**src/rtl/pc_unit.sv**
```systemverilog
// -----------------------------------------------------------------------------
// pc_unit -- program counter with an optional return-address stack (RAS).
//
// Produces the fetch address for an in-order front end. The PC advances by one
// on every accepted fetch. It redirects to branch_target on branch_valid, and
// to the top of the return stack on ret. All outputs come straight from flops.
//
// Build option:
//   PC_RAS_EN  defined   -> a circular return stack of RAS_DEPTH entries.
//              undefined -> no stack storage. call and ret are ignored,
//                           ras_empty = 1, ras_full = 0, ras_underflow = 0.
//
// Parameters:
//   WIDTH      PC / target width in bits
//   RESET_PC   PC value loaded by reset
//   RAS_DEPTH  number of return-stack entries
//
// Ports:
//   clk            single clock, rising edge
//   rst_n          synchronous active-low reset
//   branch_valid   redirect to branch_target this cycle (highest priority)
//   branch_target  redirect address
//   call           with branch_valid: push pc+1 as a return address
//   ret            pop the return stack and jump there (ignored on branch_valid)
//   stall          hold the current PC
//   pc_ready       fetch stage accepts pc
//   pc_valid       pc is valid (drops only during reset)
//   pc             current fetch address
//   ras_empty      return stack holds no entries
//   ras_full       return stack holds RAS_DEPTH entries
//   ras_underflow  one-cycle pulse after a ret issued while the stack was empty
// -----------------------------------------------------------------------------
module pc_unit #(
  parameter int unsigned      WIDTH     = 16,
  parameter logic [WIDTH-1:0] RESET_PC  = '0,
  parameter int unsigned      RAS_DEPTH = 4
) (
  input  logic             clk,
  input  logic             rst_n,
  input  logic             branch_valid,
  input  logic [WIDTH-1:0] branch_target,
  input  logic             call,
  input  logic             ret,
  input  logic             stall,
  input  logic             pc_ready,
  output logic             pc_valid,
  output logic [WIDTH-1:0] pc,
  output logic             ras_empty,
  output logic             ras_full,
  output logic             ras_underflow
);

  // ---------------------------------------------------------------------------
  // PC datapath
  // ---------------------------------------------------------------------------
  logic [WIDTH-1:0] pc_q, pc_d;
  logic             pc_valid_q, pc_valid_d;
  logic [WIDTH-1:0] pc_inc;   // pc + 1; also the return address of a call
  logic             accept;   // fetch stage takes the current pc this cycle
  logic             do_pop;   // a ret that really redirects to the stack top
  logic [WIDTH-1:0] ras_top;  // return address at the top of the stack

  assign accept = pc_valid_q & pc_ready & ~stall;
  assign pc_inc = pc_q + WIDTH'(1);   // modulo 2^WIDTH: all-ones wraps to zero

  // Redirects (branch, then return) beat the sequential advance. They also
  // ignore pc_ready and stall, because the old fetch address is dead anyway.
  always_comb begin
    // NOTE: each always_comb output gets a default first. Then no path leaves it unassigned, and no latch is inferred.
    pc_d = pc_q;
    if (branch_valid) begin
      pc_d = branch_target;
    end else if (do_pop) begin
      pc_d = ras_top;
    end else if (accept) begin
      pc_d = pc_inc;
    end
  end

  // Once reset is gone the PC is always presentable. pc_valid therefore rises
  // at the first edge out of reset and holds at 1 from then on.
  always_comb begin
    pc_valid_d = 1'b1;
  end

  always_ff @(posedge clk) begin
    // NOTE: state flops use non-blocking assignment. All flops then sample pre-edge values, and no evaluation order races.
    if (!rst_n) begin
      pc_q       <= RESET_PC;
      pc_valid_q <= 1'b0;
    end else begin
      pc_q       <= pc_d;
      pc_valid_q <= pc_valid_d;
    end
  end

  assign pc       = pc_q;
  assign pc_valid = pc_valid_q;

`ifdef PC_RAS_EN
  // ---------------------------------------------------------------------------
  // Return-address stack: a circular buffer with a top pointer and a count.
  // When the stack is full, the slot after the top holds the oldest entry.
  // A push while full therefore overwrites the oldest entry, and the count
  // stays saturated.
  // ---------------------------------------------------------------------------
  localparam int unsigned PTR_W = (RAS_DEPTH > 1) ? $clog2(RAS_DEPTH) : 1;
  localparam int unsigned CNT_W = $clog2(RAS_DEPTH + 1);

  logic [WIDTH-1:0] ras_mem [RAS_DEPTH];
  logic [PTR_W-1:0] top_q, top_d;
  logic [PTR_W-1:0] push_ptr, pop_ptr;
  logic [CNT_W-1:0] cnt_q, cnt_d;
  logic             ras_empty_q, ras_empty_d;
  logic             ras_full_q, ras_full_d;
  logic             ras_underflow_q, ras_underflow_d;
  logic             do_push;

  // A push and a pop cannot happen in the same cycle. A push needs
  // branch_valid, and a pop needs it low (a branch always suppresses ret).
  assign do_push = branch_valid & call;
  assign do_pop  = ret & ~branch_valid & ~ras_empty_q;

  // Pointer steps wrap explicitly, so RAS_DEPTH need not be a power of two.
  assign push_ptr = (top_q == PTR_W'(RAS_DEPTH - 1)) ? '0 : top_q + PTR_W'(1);
  assign pop_ptr  = (top_q == '0) ? PTR_W'(RAS_DEPTH - 1) : top_q - PTR_W'(1);

  assign ras_top = ras_mem[top_q];

  always_comb begin
    top_d = top_q;
    cnt_d = cnt_q;
    if (do_push) begin
      top_d = push_ptr;
      cnt_d = ras_full_q ? cnt_q : cnt_q + CNT_W'(1);
    end else if (do_pop) begin
      top_d = pop_ptr;
      cnt_d = cnt_q - CNT_W'(1);
    end
    // The flags are registered from the next count, so they describe the
    // occupancy right after each edge.
    ras_empty_d     = (cnt_d == '0);
    ras_full_d      = (cnt_d == CNT_W'(RAS_DEPTH));
    // A ret on an empty stack is dropped, but it raises a flag for one cycle.
    ras_underflow_d = ret & ~branch_valid & ras_empty_q;
  end

  always_ff @(posedge clk) begin
    if (!rst_n) begin
      top_q           <= '0;
      cnt_q           <= '0;
      ras_empty_q     <= 1'b1;
      ras_full_q      <= 1'b0;
      ras_underflow_q <= 1'b0;
    end else begin
      top_q           <= top_d;
      cnt_q           <= cnt_d;
      ras_empty_q     <= ras_empty_d;
      ras_full_q      <= ras_full_d;
      ras_underflow_q <= ras_underflow_d;
    end
  end

  // NOTE: the entry storage has no reset. Validity comes only from cnt_q, so clearing the data would add logic and do nothing.
  always_ff @(posedge clk) begin
    if (rst_n && do_push) begin
      ras_mem[push_ptr] <= pc_inc;
    end
  end

  assign ras_empty     = ras_empty_q;
  assign ras_full      = ras_full_q;
  assign ras_underflow = ras_underflow_q;

`else
  // ---------------------------------------------------------------------------
  // No return stack. call/ret have no effect and the flags are constants.
  // ---------------------------------------------------------------------------
  logic unused_ras;
  assign unused_ras = &{1'b0, call, ret, RAS_DEPTH[0]};

  assign do_pop        = 1'b0;
  assign ras_top       = '0;
  assign ras_empty     = 1'b1;
  assign ras_full      = 1'b0;
  assign ras_underflow = 1'b0;
`endif

endmodule
```
**config.mk**
```make
export PLATFORM = sky130hd
export DESIGN_NAME = pc_unit
export DESIGN_NICKNAME = d
export VERILOG_FILES = /design/src/rtl/pc_unit.sv
export SDC_FILE = /design/constraint.sdc
export NUM_CORES = 1
export LEC_CHECK = 0
export ABC_AREA = 0
export BUFFER_PORTS_ARGS = -buffer_cell sky130_fd_sc_hd__buf_4
export CORE_MARGIN = 10
export CORE_UTILIZATION = 45
export DETAILED_ROUTE_END_ITERATION = 10
export PLACE_DENSITY = 0.77
export RECOVER_POWER = 25
export SLEW_MARGIN = 40
export SYNTH_ARGS = -nofsm -noshare
export SYNTH_HDL_FRONTEND = slang
export SYNTH_SLANG_ARGS = --single-unit
```
**constraint.sdc**
```tcl
create_clock -name clk -period 2.5 [get_ports clk]
set_clock_uncertainty 0.1 [all_clocks]
set_input_delay 0.25 -clock clk [delete_from_list [all_inputs] [get_ports clk]]
set_output_delay 0.25 -clock clk [all_outputs]
set_load 0.02 [all_outputs]
```
[Word-level counts from Yosys, hierarchy flattened]
Index checks and enable logic that the tools add are counted.
Storage, ports and cells
  register bits: 17
  input bits: 23
  output and inout bits: 20
  logic and storage cells: 10
Operators by class
  add/subtract/negate cells: 1
  multiplexer cells: 3
  bitwise gates (word level): 3
  reductions and logical operators: 1
Operator list (count)
  2-to-1 mux 16 bit: 2
  adder 16 x 1 -> 16 bit, second input constant: 1
  AND 1 bit: 2
  nonzero test 2 bit: 1
  2-to-1 mux 1 bit: 1
  NOT 1 bit: 1

[Logic depth before layout (Yosys ltp)]
  depth after elaboration: 4
  gate-level depth with buffers: 5
  gate-level depth less buffers: 5

[Worst setup path before layout]
OpenSTA, ideal clock, no wires.
  kind: flip-flop to flip-flop
  start: register pc_q[5] (netlist: pc[5])
  end: register pc_q[15] (netlist: pc[15])
  library setup time: 0.074 ns
  arrival time: 1.729 ns
  required time: 2.326 ns
  setup slack: 0.596 ns
  cell stages (with the launch flop): 5
  path through: dfxtp_1 > nand4_4 > or4_4 > or3_1 > a31oi_1
On the way
  longest elaborated chain between the ends: 3
RTL lines
  start: declaration: RTL line 56  | logic [WIDTH-1:0] pc_q, pc_d;
  start signal: assignment: RTL line 92  | pc_q <= pc_d;
  adder 16 x 1 -> 16 bit: RTL line 64  | assign pc_inc = pc_q + WIDTH'(1);
  2-to-1 mux 16 bit: RTL line 75  | end else if (accept) begin
  2-to-1 mux 16 bit: RTL line 71  | if (branch_valid) begin
Every way passes these cells. The select of a mux whose other input is x is not followed.
A chain may end at the register's enable or synchronous reset.

[Worst setup path after layout]
  start: register pc_q[6] (netlist: pc[6])
  end: register pc_q[14] (netlist: pc[14])
The elaborated chain is that of the path after synthesis.

==> results.txt <==
----------------------------------------------------
[Floorplan]
  Die extent in y ... 65.1 µm
  Std-Cell Core Area ... 0.00194 mm²
  Die ar. ... 0.00424 mm²
  Starting Density ... 47.2%
  Number of top-level pins ... 43
  Horizontal extent of the die ... 65.1 µm
  Placement row count ... 16

[Pwr]
  Power share of the sequential group ... 53.5%
  Total power consumption of the routed design ... 0.000592 W
  Cell Int Power ... 0.000409 W
  Switching share of power ... 30.9%
  Gate power share ... 20.8%
  Peak supply drop ... 0.303 mV
  Reported leakage power ... 0.441 nW
  PwrDens ... 501 mW/mm²
  Share of total power in the clock network ... 25.6%
  Net Switching ... 0.000183 W

[Clock network]
  Count of clock tree sinks ... 17
  Clock latency reported for the late side of the worst-skew pair ... 0.30 ns
  CTS tree ... done
  Clk Tree Root Cell ... clkbuf_4
  Post-CTS Setup Bufs ... 0
  Clock Path Buffers ... 2
  Clock-pin slew reported for the worst setup and hold paths after clock tree synthesis ... 0.10 ns
  CTS buffer count ... 3
  CTS H-tree lvls ... 1
  Post-cts hold buffer count ... 0
  Count of instances resized after the clock tree is built ... 0

[Global routing]
  Maximum number of pins on one net before global-route repair ... 30
  Via count of the first global-routing pass ... 975
  Global route total overflow ... 0
  Combined global-route utilization of all metal layers ... 11.9%
  Initial antenna violation count ... 0
  Global-route wire length before repair ... 4140 µm

[Synthesis]
  Largest area contributor in the synthesized netlist ... dfxtp_1
  Netlist area before placement ... 916 µm²
  Main flop type after synthesis ... dfxtp_1
  Library cells used by synthesis ... 28
  Fraction of synthesized cell area taken by the top area cell type ... 37.2%
  Post-synthesis cell count ... 113
  Sequential element share of the synthesized area ... 37.2%
  Syn. warnings ... 0
  Number of flip-flops and latches in the synthesized netlist ... 17
  Async set-reset flop share out of synthesis ... 0%
  Number of enable-type register cells in the synthesized netlist ... 0
  Top cells by area in the synthesized netlist ... dfxtp_1, xnor2_1, o21ai_0, a21oi_1, nor4_1
  Average size of a mapped cell ... 8.11 µm²

[Setup path]
  Max Fanout on Critical Path ... 6
  Critical path required time ... 2.63 ns
  Path type of the worst setup path ... register to register
  Worst-case register-to-register setup slack ... 0.60 ns
  Type of destination of the critical path ... register
  Critical Path Source Type ... register
  Worst Path Arrival ... 2.03 ns

[Cells and area]
  Most frequent standard cell in the layout excluding fill and tap cells ... buf_4
  Share of cells above drive strength 1 ... 23.3%
  Count of inserted antenna diode cells ... 0
  Count of placed standard cells in the final layout, fillers left out ... 173
  Area growth from synthesis to layout ... 29.1%
  Most used cells in the layout excluding fill and tap cells ... buf_4, o21ai_0, dfxtp_1
  # nets final ... 171
  Number of filler instances in the final layout ... 194

[Placed design]
  Final HPWL DP ... 1940 µm
  Count of input and output buffers ... 37
  Placed insts ... 169
  Routability congestion estimate ... 0.786

[Drt]
  Detailed-route vias per instance ... 5.40
  Detailed-route wire length ... 2480 µm
  Via count ... 934
  DRC violation total after the first TritonRoute iteration ... 16
  Number of remaining DRC errors ... 0
  Remaining number of nets flagged by the antenna check after routing ... 0
  WL per Instance ... 14.3 µm
  Total iterations of the first detailed-routing run ... 4

[Outcome]
  Outcome ... complete, no violations

[STA]
  Minimum clock period ... 1.90 ns
  Max-slew violation total from the final report ... 0
  Number of endpoints with negative hold slack in the final report ... 0
  Count of final setup violators ... 0
  Final period util ... 75.9%
  Slew of the pin with the lowest slew margin ... 0.748 ns
  Setup TNS ... 0 ns
  Unrepaired setup endpoints after global routing ... no
  Achievable clock frequency ... 0.527 GHz
  Headroom to the max-slew limit ... 50.1%

[Hold path]
  Worst min path class ... input pin to register

[Run]
  Max capacitance violation total ... 0

----------------------------------------------------
## synth_stat cells, types with 2 or more instances
master,count
nor2_1,4
buf_4,3
xnor2_1,10
nor4_1,6
clkbuf_1,6
nor3_1,3
conb_1,2
dfxtp_1,17
o21ai_0,17
nand3_1,5
inv_1,3
nand4_1,4
a21oi_1,10
a31oi_1,3
or3_1,2
nand2_1,6
## sequential cells by signal, summed over array words and instances, names as in the netlist
signal and flops:
pc 16, pc_valid 1
## per-stage QoR
step / util, % / hold WS [ns] / setup slack (ns) / instance area (µm²)
finish: 60.9 / 0.0666 / 0.603 / 1180
global route: 60.9 / 0.0821 / 0.494 / 1180
CTS: 62.4 / 0.0670 / 0.614 / 1210
detailed placement: 61.1 / 0.377 / 0.619 / 1190
global placement: 61.1 / 0.373 / 0.675 / 1190
floorplan: - / 0.178 / 0.596 / 920
## critical path: stages (launching register included)
cell,delay [ns]
dfxtp_1,0.49
nand4_4,0.17
or4_4,0.56
or3_1,0.34
a31oi_1,0.18
## layout make-up
cell class              count  area (µm²)  share of cell area [%]
clock buffers               4        26.3                    2.22
inverters                   3        11.3                   0.952
multi-input cells          85         523                    44.2
flip-flops and latches     17         340                    28.8
well taps                  27        33.8                    2.86
repair buffers             37         248                    21.0
## cell families after synthesis
kind of cell	after synthesis	synth area share, %
other cells	2	0.820
fa+ha+maj	1	1.37
xor+xnor	11	10.5
simple gates	36	23.4
compound gates	33	19.5
mux	1	1.09
flops	17	37.2
buf+inv	12	6.15
## metal layers
layer / vias up / wire, µm / global-route usage (%)
li1: 469 / - / -
met1: 427 / 979 / 11.8
met2: 31 / 1210 / 20.3
met3: 7 / 233 / 4.75
met4: 0 / 60 / 7.49
met5: - / 0 / 0
## power by group through the flow
stage | registers [W] | logic [W] | clock network (W)
2_1_floorplan | 0.000340 | 0.0000517 | 0
3_3_place_gp | 0.000321 | 0.000128 | 0
3_5_place_dp | 0.000323 | 0.000131 | 0
4_1_cts | 0.000316 | 0.000132 | 0.000154
5_1_grt | 0.000320 | 0.000135 | 0.000162
6_report | 0.000317 | 0.000123 | 0.000152
## final timing paths
check | start | endpoint | depth (start not counted)
min reg2reg | pc[15] | pc[15] | 2
min | branch_target[0] | pc[0] | 2
max reg2reg | pc[6] | pc[14] | 4
max | pc[6] | pc[14] | 4
Note: power is estimated with default switching activity, not from simulation.
